File: src/rtl/quad_decoder.sv
// x4 quadrature decoder: 2-flop synchronizers, optional per-phase glitch filter
// (compiled in with QUAD_GLITCH_FILTER_EN), and an up/down position counter.
module quad_decoder #(
   parameter int unsigned N        = 8,
   parameter int unsigned FILT_LEN = 3
) (
   input  logic         clk,
   input  logic         rstn,
   input  logic         en,
   input  logic         clr,
   input  logic         err_clr,
   input  logic         a_in,
   input  logic         b_in,
   output logic [N-1:0] pos,
   output logic         dir,
   output logic         step,
   output logic         err
);

`ifdef QUAD_GLITCH_FILTER_EN
   localparam int unsigned PIPE_LEN = 2 + FILT_LEN;
`else
   localparam int unsigned PIPE_LEN = 2;
`endif
   // Sized for the deepest pipeline so the counter fits either build.
   localparam int unsigned INIT_W = $clog2(3 + FILT_LEN);

   typedef enum logic {
      S_INIT,
      S_TRACK
   } state_t;

   state_t              r_state;
   state_t              w_state_nxt;
   logic [INIT_W-1:0]   r_init_cnt;
   logic [INIT_W-1:0]   w_init_cnt_nxt;
   logic [1:0]          r_sync1;
   logic [1:0]          r_sync2;
   logic [1:0]          w_ab;
   logic [1:0]          r_prev_ab;
   logic [1:0]          w_prev_ab_nxt;
   logic [1:0]          w_delta;
   logic [N-1:0]        r_pos;
   logic [N-1:0]        w_pos_nxt;
   logic                r_dir;
   logic                w_dir_nxt;
   logic                r_step;
   logic                w_step_nxt;
   logic                r_err;
   logic                w_err_nxt;

   // Position of an {a,b} pair along the up sequence 00 -> 10 -> 11 -> 01.
   function automatic logic [1:0] phase_idx(input logic [1:0] ab);
      case (ab)
         2'b00:   phase_idx = 2'd0;
         2'b10:   phase_idx = 2'd1;
         2'b11:   phase_idx = 2'd2;
         default: phase_idx = 2'd3;
      endcase
   endfunction

   always_ff @(posedge clk or negedge rstn) begin
      if (!rstn) begin
         r_sync1 <= 2'b00;
         r_sync2 <= 2'b00;
      end else begin
         r_sync1 <= {a_in, b_in};
         r_sync2 <= r_sync1;
      end
   end

`ifdef QUAD_GLITCH_FILTER_EN
   localparam int unsigned FCNT_W = 4;

   logic [1:0]             r_filt;
   logic [1:0][FCNT_W-1:0] r_fcnt;

   // A phase flips only after FILT_LEN consecutive samples disagree with it.
   always_ff @(posedge clk or negedge rstn) begin
      if (!rstn) begin
         r_filt <= 2'b00;
         r_fcnt <= '0;
      end else begin
         for (int i = 0; i < 2; i++) begin
            if (r_sync2[i] != r_filt[i]) begin
               if (r_fcnt[i] == FCNT_W'(FILT_LEN - 1)) begin
                  r_filt[i] <= r_sync2[i];
                  r_fcnt[i] <= '0;
               end else begin
                  r_fcnt[i] <= r_fcnt[i] + FCNT_W'(1);
               end
            end else begin
               r_fcnt[i] <= '0;
            end
         end
      end
   end

   assign w_ab = r_filt;
`else
   assign w_ab = r_sync2;
`endif

   // 1 = one step up, 3 = one step down, 2 = both phases changed.
   assign w_delta = phase_idx(w_ab) - phase_idx(r_prev_ab);

   always_ff @(posedge clk or negedge rstn) begin
      if (!rstn) begin
         r_state    <= S_INIT;
         r_init_cnt <= '0;
         r_prev_ab  <= 2'b00;
         r_pos      <= '0;
         r_dir      <= 1'b0;
         r_step     <= 1'b0;
         r_err      <= 1'b0;
      end else begin
         r_state    <= w_state_nxt;
         r_init_cnt <= w_init_cnt_nxt;
         r_prev_ab  <= w_prev_ab_nxt;
         r_pos      <= w_pos_nxt;
         r_dir      <= w_dir_nxt;
         r_step     <= w_step_nxt;
         r_err      <= w_err_nxt;
      end
   end

   always_comb begin
      w_state_nxt    = r_state;
      w_init_cnt_nxt = r_init_cnt;
      w_prev_ab_nxt  = r_prev_ab;
      w_pos_nxt      = r_pos;
      w_dir_nxt      = r_dir;
      w_step_nxt     = 1'b0;
      w_err_nxt      = r_err & ~err_clr;

      case (r_state)
         S_INIT: begin
            // Wait for the sync/filter pipeline to hold real pin values.
            if (r_init_cnt == INIT_W'(PIPE_LEN)) begin
               w_state_nxt   = S_TRACK;
               w_prev_ab_nxt = w_ab;
            end else begin
               w_init_cnt_nxt = r_init_cnt + INIT_W'(1);
            end
         end
         S_TRACK: begin
            w_prev_ab_nxt = w_ab;
            case (w_delta)
               2'd1: begin
                  if (en) begin
                     w_pos_nxt  = r_pos + N'(1);
                     w_dir_nxt  = 1'b1;
                     w_step_nxt = 1'b1;
                  end
               end
               2'd3: begin
                  if (en) begin
                     w_pos_nxt  = r_pos - N'(1);
                     w_dir_nxt  = 1'b0;
                     w_step_nxt = 1'b1;
                  end
               end
               2'd2:    w_err_nxt = 1'b1;
               default: ;
            endcase
         end
         default: w_state_nxt = S_INIT;
      endcase

      if (clr) w_pos_nxt = '0;
   end

   assign pos  = r_pos;
   assign dir  = r_dir;
   assign step = r_step;
   assign err  = r_err;

endmodule

File: config.mk
export PLATFORM = sky130hd
export DESIGN_NAME = quad_decoder
export DESIGN_NICKNAME = d
export VERILOG_FILES = /design/src/rtl/quad_decoder.sv
export SDC_FILE = /design/constraint.sdc
export NUM_CORES = 1
export LEC_CHECK = 0
export BUFFER_PORTS_ARGS = -buffer_cell sky130_fd_sc_hd__buf_2
export CORE_ASPECT_RATIO = 1.75
export CORE_MARGIN = 1.5
export CORE_UTILIZATION = 50
export CTS_CLUSTER_SIZE = 25
export DETAILED_ROUTE_END_ITERATION = 8
export PLACE_DENSITY = 0.72
export SLEW_MARGIN = 30
export SYNTH_ARGS = -nofsm -noshare
export SYNTH_HDL_FRONTEND = slang
export SYNTH_SLANG_ARGS = --single-unit
File: constraint.sdc
create_clock -name clk -period 6.8 [get_ports clk]
set_input_delay 1.7 -clock clk [delete_from_list [all_inputs] [get_ports clk]]
set_output_delay 1.7 -clock clk [all_outputs]
set_load 0.05 [all_outputs]
==> key figures, run 1 <==
Yosys
  – EDFF count, synth: 0
  – Synth top area share: 0.452
  – Syn avg cell area: 10.1 sq um
  – Synth area leader: dfrtp_1
  – Share of the yosys chip area belonging to registers: 0.452
  – Flops & latches, synth: 21
  – Yosys warning count: 0
  – Mapped cell area: 1160 sq um
  – Top FF cell, synth: dfrtp_1
  – Synth area leaders: dfrtp_1, ha_1, nand2_1
  – Synth Instances: 115
  – Syn_nets: 133
  – Netlist cell types: 36
  – Post-synth ARST share: 1.00

Critical path
  – Worst path bufs/invs: 1
  – Critical Path Stages: 10
  – CP max stage delay: 0.49 ns
  – RR Startpoint: r_prev_ab[0]$_DFFE_PN0N_
  – Most used cell, CP: ha_1
  – R2R depth: 10
  – Worst EP required: 6.95 ns
  – Cell family with most CP delay: adder cells
  – Critical path class: flop to flop
  – Largest fanout on the critical path: 10
  – Critical path origin: r_prev_ab[0]$_DFFE_PN0N_
  – Crit path cell chain: ha_1 -> inv_1 -> ha_1 -> xnor3_2 -> nor2_2 -> ha_1 -> o21a_1 -> o41a_1 -> mux2i_1 -> mux2_1
  – Slowest CP cell: xnor3_2
  – CP arrival: 3.49 ns
  – Startpoint types: flop
  – Critical path endpoint category: flop

Global route
  – Vias in the first global route: 841
  – Initial antenna violation count: 0
  – First-pass GRT wire length: 3730 microns
  – GR Util All Layers: 0.209
  – Total gr overflow: 0
  – Largest net degree at the start of global routing: 22

Cells and area
  – Most common cell after layout, fill and taps aside: dfrtp_1
  – Number of standard cells in the final layout excluding fillers: 159
  – Most frequent cells in the layout: dfrtp_1, buf_2, nand2_1, ha_1, nor2_1
  – Antenna Cells: 0
  – Synth-to-layout area growth: 13.2%
  – Layout fillers: 194
  – Final nets: 153
  – Post-route core utilization: 0.586
  – Design Area, Final: 1320 sq um
  – Share of post-route cells with drive strength above 1: 0.209

Floorplanning
  – Die outline area: 2630 sq um
  – Height of the die: 66.8 microns
  – Core footprint: 2240 sq um
  – Die width: 39.4 microns
  – Row count: 23
  – Io pins: 18
  – Initial Util: 0.518

Hold path
  – HP Class: flop to flop
  – Hold Path Origin: r_sync1[1]$_DFF_PN0_
  – Worst hold path depth: 0

Place
  – PortBufs: 17
  – DP Area: 1270 sq um
  – Dpl cells: 155
  – Pre-CTS setup slack: 3.49 ns
  – RD Place Congestion: 0.877
  – DP HPWL: 1720 microns

Routing
  – WL/cell: 14.4 microns
  – Pre-antenna DRT Iters: 4
  – Initial DRC count: 25
  – Post-route DRC violation count: 0
  – Vias per cell: 5.52
  – ANT nets after route: 0
  – Drt total wl: 2290 microns
  – DR vias: 877

Power
  – Total power: 365 uW
  – VDD IR max: 0.140 mV
  – P per Cell Area: 277 nW/um^2
  – Leakage: 0.640 nW

Timing
  – Min Tclk post-route: 3.34 ns
  – Max Clk Rate: 0.299 GHz
  – Count of final hold-check violations: 0
  – Crit share post-route: 0.492
  – RSZ-0062 raised after global routing: no
  – PnR worst setup slack: 3.46 ns
  – Worst-margin pin slew: 0.643 ns
  – Final setup fails: 0
  – Setup TNS: 0 ns
  – Worst hold margin: 0.353 ns
  – Slew Viols, Final: 0
  – Slew HR: 0.571
  – Clock Skew: 0.00244 ns

CTS
  – Resize count post-CTS: 0
  – CTS clk-pin slew, worst paths: 0.07 ns
  – Post-CTS setup buffer count: 0
  – Root Driver: clkbuf_8
  – Worst skew pair latency: 0.26 ns
  – Clk sinks: 21
  – H-tree Lvls: 1
  – CTS Hold Bufs: 0
  – CTS Buf Count: 3
  – Clock Tree Buf Depth: 2
  – CTS tree: built

Run
  – Max_cap viols: 0

Run status
  – Outcome: finished clean
[layer usage]
layer | global-route usage | part of all wire | vias up
met3 | 0.0100 | 0.022 | 5
li1 | - | - | 431
met2 | 0.340 | 0.53 | 17
met4 | 0.125 | 0.027 | 0
met1 | 0.259 | 0.42 | 424
met5 | 0 | 0 | -
[cell type report]
type | count | area, sq um | share of cell area
repair buffers | 17 | 85.1 | 0.0646
clock buffers | 4 | 45.0 | 0.0342
multi-input cells | 82 | 592 | 0.450
inverters | 10 | 37.5 | 0.0285
flip-flops and latches | 21 | 526 | 0.399
well taps | 25 | 31.3 | 0.0238
[power by group]
| group | switching, mW | leakage (nW) | internal (mW) | total (mW) |
|---|---|---|---|---|
| combinational | 0.0912 | 0.356 | 0.0424 | 0.134 |
| clock | 0.0395 | 0.0228 | 0.0418 | 0.0813 |
| sequential | 0.0121 | 0.262 | 0.138 | 0.150 |
| total | 0.143 | 0.640 | 0.222 | 0.365 |
[worst paths after layout]
check | end | slack [ns]
worst min-delay path | r_sync2[1]$_DFF_PN0_ | 0.35
worst min register to register | r_sync2[1]$_DFF_PN0_ | 0.35
worst max-delay path | pos[7]$_DFFE_PN0P_ | 3.46
min in group asynchronous | pos[1]$_DFFE_PN0P_ | 1.38
worst max register to register | pos[7]$_DFFE_PN0P_ | 3.46
max in group asynchronous | err$_DFF_PN0_ | 5.10
[state kept, by name, summed over array words and instances (netlist names)]
| signal | count |
|---|---|
| pos | 8 |
| r_init_cnt | 3 |
| r_prev_ab | 2 |
| r_sync1 | 2 |
| r_sync2 | 2 |
| dir | 1 |
| err | 1 |
| r_state | 1 |
| step | 1 |
[cell families (layout without fill, tap and decap cells)]
kind of cell    after synthesis  count (layout)  synth area share
buf+inv                      12              31            0.0387
xor+xnor                      7               7            0.0657
flops                        21              21             0.452
fa+ha+maj                    12              12             0.127
compound gates               21              21             0.125
simple gates                 38              38             0.155
mux                           4               4            0.0366
[worst register-to-register path: stages (launching register included)]
cell	delay, ns
dfrtp_1	0.40
ha_1	0.29
inv_1	0.05
ha_1	0.16
xnor3_2	0.49
nor2_2	0.41
ha_1	0.37
o21a_1	0.15
o41a_1	0.40
mux2i_1	0.17
mux2_1	0.32
[cell usage after synthesis (2+ instances only)]
cell	n
dfrtp_1	21
ha_1	11
nand2_1	11
nor2_1	10
inv_1	9
a21oi_1	5
nand3_1	4
o21ai_0	4
xnor2_1	4
and2_1	3
nor3_1	3
clkbuf_1	2
mux2i_1	2
nor2_2	2
o22ai_1	2
xor2_1	2
Note: power is estimated with default switching activity, not from simulation.
==> inputs of run 2 (changes only) <==
--- a/config.mk
+++ b/config.mk
@@ -5,13 +5,14 @@
 export SDC_FILE = /design/constraint.sdc
 export NUM_CORES = 1
 export LEC_CHECK = 0
+export ABC_AREA = 1
 export BUFFER_PORTS_ARGS = -buffer_cell sky130_fd_sc_hd__buf_2
 export CORE_ASPECT_RATIO = 1.75
 export CORE_MARGIN = 1.5
 export CORE_UTILIZATION = 50
 export CTS_CLUSTER_SIZE = 25
 export DETAILED_ROUTE_END_ITERATION = 8
-export PLACE_DENSITY = 0.72
+export PLACE_DENSITY = 0.74
 export SLEW_MARGIN = 30
 export SYNTH_ARGS = -nofsm -noshare
 export SYNTH_HDL_FRONTEND = slang
==> constraint.sdc (replaced) <==
create_clock -name clk -period 2.77 [get_ports clk]
set_input_delay 0.6925 -clock clk [delete_from_list [all_inputs] [get_ports clk]]
set_output_delay 0.6925 -clock clk [all_outputs]
set_load 0.05 [all_outputs]
==> run 2 against run 1 <==
Via count is 27% higher. Critical path type unchanged. Largest cell class unchanged. Combinational power is 140% higher. Total power rose by 140%. Routed wire length is 18% higher. Highest routed layer unchanged. Final cell count up 34%. Sequential power rose by 140%.
==> key figures, run 2 <==
CTS
  – Root Driver: clkbuf_8
  – Clock Tree Buf Depth: 2
  – Resize count post-CTS: 0
  – Post-CTS setup buffer count: 0
  – Clk sinks: 21
  – H-tree Lvls: 1
  – CTS Hold Bufs: 0
  – Worst skew pair latency: 0.25 ns
  – CTS Buf Count: 3
  – CTS clk-pin slew, worst paths: 0.08 ns
  – CTS tree: built

Place
  – RD Place Congestion: 0.779
  – PortBufs: 17
  – Dpl cells: 209
  – DP HPWL: 2120 microns

Timing
  – RSZ-0062 raised after global routing: no
  – Max Clk Rate: 0.392 GHz
  – Min Tclk post-route: 2.55 ns
  – Slew HR: 0.615
  – Count of final hold-check violations: 0
  – Clock Skew: 0.00291 ns
  – Setup TNS: 0 ns
  – Crit share post-route: 0.920
  – Worst-margin pin slew: 0.577 ns
  – Slew Viols, Final: 0
  – Final setup fails: 0

Critical path
  – Critical path endpoint category: flop
  – Worst EP required: 2.97 ns
  – Startpoint types: flop
  – Largest fanout on the critical path: 7
  – CP arrival: 2.75 ns
  – Critical path class: flop to flop

Yosys
  – Syn avg cell area: 7.77 sq um
  – EDFF count, synth: 0
  – Share of the yosys chip area belonging to registers: 0.410
  – Post-synth ARST share: 1.00
  – Synth area leaders: dfrtp_1, nand2_1, ha_1
  – Synth area leader: dfrtp_1
  – Top-count cell post-synth: nand2_1
  – Syn_nets: 183
  – Post-synth top cells: nand2_1, inv_1, dfrtp_1
  – Mapped cell area: 1280 sq um
  – Yosys warning count: 0
  – Synth top area share: 0.410
  – Synth Instances: 165
  – Top FF cell, synth: dfrtp_1
  – Flops & latches, synth: 21
  – Netlist cell types: 21

Global route
  – First-pass GRT wire length: 4500 microns
  – GR Util All Layers: 0.218
  – Vias in the first global route: 1,149
  – Largest net degree at the start of global routing: 22
  – Initial antenna violation count: 0
  – Total gr overflow: 0

Run
  – Max_cap viols: 0

Routing
  – Wire length on met3: 83 microns
  – Initial DRC count: 31
  – Drt total wl: 2690 microns
  – WL/cell: 12.6 microns
  – Post-route DRC violation count: 0
  – M1 wire length: 1010 microns
  – DR WL met2: 1570 microns
  – Pre-antenna DRT Iters: 4
  – Uppermost routed layer: met4
  – DR vias: 1,115
  – ANT nets after route: 0
  – Vias per cell: 5.23

Cells and area
  – Final nets: 206
  – Layout fillers: 230
  – Synth-to-layout area growth: 13.4%
  – Antenna Cells: 0
  – Share of post-route cells with drive strength above 1: 0.176
  – Most common cell after layout, fill and taps aside: nand2_1
  – Most frequent cells in the layout: nand2_1, inv_1, dfrtp_1, buf_2, nand3_1
  – Number of standard cells in the final layout excluding fillers: 213
  – Max reg flops: 8

Power
  – VDD IR max: 0.365 mV
  – Leakage: 0.885 nW
  – P per Cell Area: 606 nW/um^2

Floorplanning
  – Initial Util: 0.521
  – Die outline area: 2890 sq um
  – Io pins: 18
  – Height of the die: 70.0 microns
  – Core footprint: 2460 sq um
  – Die width: 41.3 microns
  – Row count: 24

Run status
  – Outcome: finished clean

Hold path
  – HP Class: flop to flop
run 2: changes by cell type in the layout (fill, tap and decap cells not counted), moves of 2 or more:
cell,before,now
inv_1,9,33
nand3_2,0,4
xnor2_1,4,0
nand2_1,11,49
o21ai_0,4,9
a21oi_1,5,2
and2_1,3,0
nor2_1,10,8
o21bai_1,0,2
mux2i_1,2,0
nand3_1,4,13
nor3_1,3,0
run 2: where the power goes:
| part | leakage (nW) | switching (mW) | internal (mW) |
|---|---|---|---|
| clock | 0.0255 | 0.0958 | 0.100 |
| sequential | 0.262 | 0.0219 | 0.335 |
| combinational | 0.598 | 0.235 | 0.0930 |
run 2: cell families after synthesis:
logic type      synth area share
xor+xnor                  0.0205
fa+ha+maj                  0.107
compound gates            0.0907
buf+inv                   0.0995
simple gates               0.263
flops                      0.410
mux                      0.00878
run 2: metal layers:
layer / vias to the layer above / global-route usage
li1: 554 / -
met1: 530 / 0.221
met5: - / 0
met4: 0 / 0.0717
met2: 29 / 0.410
met3: 2 / 0.0222
run 2: area by class of cell:
cell class              count  area [sq um]  area share
flip-flops and latches     21           526       0.361
repair buffers             18          92.6      0.0637
well taps                  26          32.5      0.0224
clock inverters             1          5.00     0.00344
inverters                  34           128      0.0878
multi-input cells         110           629       0.433
clock buffers               3          41.3      0.0284
run 2: worst paths after layout:
check / startpoint / to / slack, ns / cells after the start
worst max-delay path: r_sync2[0]$_DFF_PN0_ / pos[4]$_DFFE_PN0P_ / 0.22 / 11
worst min-delay path: r_sync1[0]$_DFF_PN0_ / r_sync2[0]$_DFF_PN0_ / 0.37 / 0
worst max register to register: r_sync2[0]$_DFF_PN0_ / pos[4]$_DFFE_PN0P_ / 0.22 / 11
worst min register to register: r_sync1[0]$_DFF_PN0_ / r_sync2[0]$_DFF_PN0_ / 0.37 / 0
max in group asynchronous: rstn / pos[5]$_DFFE_PN0P_ / 2.06 / 1
min in group asynchronous: rstn / r_init_cnt[1]$_DFFE_PN0P_ / 0.38 / 1
run 2: critical path, stage by stage, from the launching register on:
cell,delay (ns)
dfrtp_1,0.41
ha_1,0.30
ha_1,0.31
inv_1,0.16
nand3_2,0.19
inv_1,0.14
ha_1,0.27
or2_2,0.29
a21boi_1,0.14
a21oi_1,0.13
o21ai_0,0.09
nand2_1,0.06
run 2: through the flow:
step                      setup WS, ns  power [mW]  hold WS [ns]  instance area [sq um]  utilization
final                            0.221       0.881         0.367                   1450        0.590
after CTS                        0.219       0.895         0.371                   1450        0.590
after floorplan                  0.436       0.611         0.331                   1280            -
after global routing            0.0200       0.946         0.376                   1450        0.590
after detailed placement         0.249       0.691         0.340                   1410        0.572
after global placement           0.329       0.680         0.335                   1410        0.572
==> inputs of run 3 (changes only) <==
--- a/config.mk
+++ b/config.mk
@@ -12,7 +12,8 @@
 export CORE_UTILIZATION = 50
 export CTS_CLUSTER_SIZE = 25
 export DETAILED_ROUTE_END_ITERATION = 8
-export PLACE_DENSITY = 0.74
+export PLACE_DENSITY = 0.84
+export RECOVER_POWER = 25
 export SLEW_MARGIN = 30
 export SYNTH_ARGS = -nofsm -noshare
 export SYNTH_HDL_FRONTEND = slang
==> run 3 against run 2 <==
Fmax about the same. Design area increased by 1.1%. Clock power increased by 4%. Final cell count unchanged. Non-clock buffer count unchanged. First-iteration DRC count decreased by 9.7%. Register-to-register slack about the same. Critical path depth unchanged. Via count decreased by 0.99%. Worst setup slack about the same. Highest routed layer unchanged. Sequential cell count unchanged. Total power increased by 1.5%.
==> key figures, run 3 (synthesized netlist as in run 2, its figures left out) <==
Power
  – Sw Pwr: 364 uW
  – Total power: 895 uW
  – VDD IR max: 0.392 mV
  – Part of the power in registers: 0.402
  – Clock power share: 0.228
  – Comb pwr share: 0.370
  – Switching fraction of total power: 0.407
  – Internal power: 531 uW
  – P per Cell Area: 609 nW/um^2
  – Leakage: 0.880 nW

Global route
  – GR Util All Layers: 0.220
  – Global-route track usage on met2: 0.361
  – M3 GR Usage: 0.0413
  – GR Util met1: 0.223
  – Vias in the first global route: 1,124
  – Largest net degree at the start of global routing: 22
  – Gr busiest metal: met2
  – Initial antenna violation count: 0
  – Total gr overflow: 0
  – First-pass GRT wire length: 4420 microns

Place
  – DP HPWL: 2120 microns
  – Dpl cells: 209
  – PortBufs: 17
  – RD Place Congestion: 0.856

Timing
  – Max Clk Rate: 0.392 GHz
  – Slew HR: 0.264
  – Count of final hold-check violations: 0
  – Setup TNS: 0 ns
  – Clock Skew: 0.00612 ns
  – Crit share post-route: 0.921
  – Worst-margin pin slew: 1.10 ns
  – RSZ-0062 raised after global routing: no
  – Slew Viols, Final: 0
  – Min Tclk post-route: 2.55 ns
  – Final setup fails: 0
  – Worst hold margin: 0.353 ns

Floorplanning
  – Height of the die: 70.0 microns
  – Die outline area: 2890 sq um
  – Core footprint: 2460 sq um
  – Row count: 24
  – Die width: 41.3 microns
  – Io pins: 18
  – Initial Util: 0.521

Hold path
  – Worst Hold End: r_sync2[0]$_DFF_PN0_
  – Worst hold path depth: 0
  – Hold Path Origin: r_sync1[0]$_DFF_PN0_
  – HP Class: flop to flop

Critical path
  – Slowest CP cell: dfrtp_1
  – Worst EP required: 2.92 ns
  – Startpoint types: flop
  – CP arrival: 2.70 ns
  – Worst path bufs/invs: 3
  – Cell family with most CP delay: adder cells
  – CP max stage delay: 0.41 ns
  – Critical Path Stages: 11
  – R2R depth: 11
  – RR Startpoint: r_sync2[1]$_DFF_PN0_
  – Worst R2R End: pos[4]$_DFFE_PN0P_
  – Crit path cell chain: inv_1 -> ha_1 -> ha_1 -> inv_1 -> nand3_4 -> inv_1 -> ha_1 -> or2_2 -> a21boi_1 -> o21ai_0 -> nand2_1
  – Largest fanout on the critical path: 7
  – Critical path class: flop to flop
  – Critical path endpoint category: flop
  – Setup slack, reg-to-reg: 0.22 ns

Routing
  – ANT nets after route: 0
  – DR vias: 1,104
  – WL/cell: 12.5 microns
  – Post-route DRC violation count: 0
  – Pre-antenna DRT Iters: 5
  – Drt total wl: 2670 microns
  – Vias per cell: 5.18
  – Initial DRC count: 28

Cells and area
  – Most common cell after layout, fill and taps aside: nand2_1
  – Antenna Cells: 0
  – Max reg flops: 8
  – Synth-to-layout area growth: 14.6%
  – Share of post-route cells with drive strength above 1: 0.171
  – Number of standard cells in the final layout excluding fillers: 213
  – Final nets: 206
  – Most frequent cells in the layout: nand2_1, inv_1, dfrtp_1, buf_2, nand3_1
  – Layout fillers: 233

CTS
  – Post-CTS setup buffer count: 0
  – H-tree Lvls: 1
  – CTS Buf Count: 3
  – Worst skew pair latency: 0.26 ns
  – CTS tree: built
  – Clk sinks: 21
  – CTS clk-pin slew, worst paths: 0.08 ns
  – Root Driver: clkbuf_8
  – Clock Tree Buf Depth: 2

Run status
  – Outcome: finished clean

Run
  – Max_cap viols: 0
## run 3: routing by layer
| metal | vias up | part of all wire |
|---|---|---|
| met4 | 0 | 0.042 |
| met5 | - | 0 |
| met1 | 507 | 0.39 |
| met2 | 31 | 0.53 |
| li1 | 553 | - |
| met3 | 13 | 0.033 |
## run 3: cell type report
type	instances	area, sq um	share of cell area
clock buffers	3	41.3	0.0281
clock inverters	1	7.51	0.00511
inverters	34	128	0.0868
multi-input cells	110	644	0.438
flip-flops and latches	21	526	0.357
well taps	26	32.5	0.0221
repair buffers	18	91.3	0.0621
## run 3: through the flow
| step | util | cell area (sq um) | worst slack, ns |
|---|---|---|---|
| floorplan | - | 1280 | 0.436 |
| global placement | 0.572 | 1410 | 0.337 |
| detailed placement | 0.572 | 1410 | 0.241 |
| CTS | 0.591 | 1460 | 0.238 |
| global route | 0.597 | 1470 | 0.0136 |
| finish | 0.597 | 1470 | 0.220 |
## run 3: power groups by stage
stage / registers, mW / clock network [mW] / logic, mW
final: 0.359 / 0.204 / 0.331
after global routing: 0.363 / 0.220 / 0.370
after global placement: 0.363 / 0 / 0.317
after CTS: 0.359 / 0.206 / 0.326
after floorplan: 0.447 / 0 / 0.164
after detailed placement: 0.364 / 0 / 0.324
## run 3: worst max-delay path by stage
stage                                   from                  to  slack (ns)
finish                  r_sync2[1]$_DFF_PN0_  pos[4]$_DFFE_PN0P_        0.22
CTS                 r_prev_ab[1]$_DFFE_PN0N_  pos[4]$_DFFE_PN0P_        0.24
global placement    r_prev_ab[0]$_DFFE_PN0N_  pos[6]$_DFFE_PN0P_        0.34
detailed placement  r_prev_ab[1]$_DFFE_PN0N_  pos[4]$_DFFE_PN0P_        0.24
global route        r_prev_ab[1]$_DFFE_PN0N_  pos[6]$_DFFE_PN0P_        0.01
floorplan               r_sync2[0]$_DFF_PN0_  pos[4]$_DFFE_PN0P_        0.44
## run 3: repair_timing
item,CTS,global route
setup endpoints to repair,0,1
gates resized for setup,0,2
hold buffers,0,0
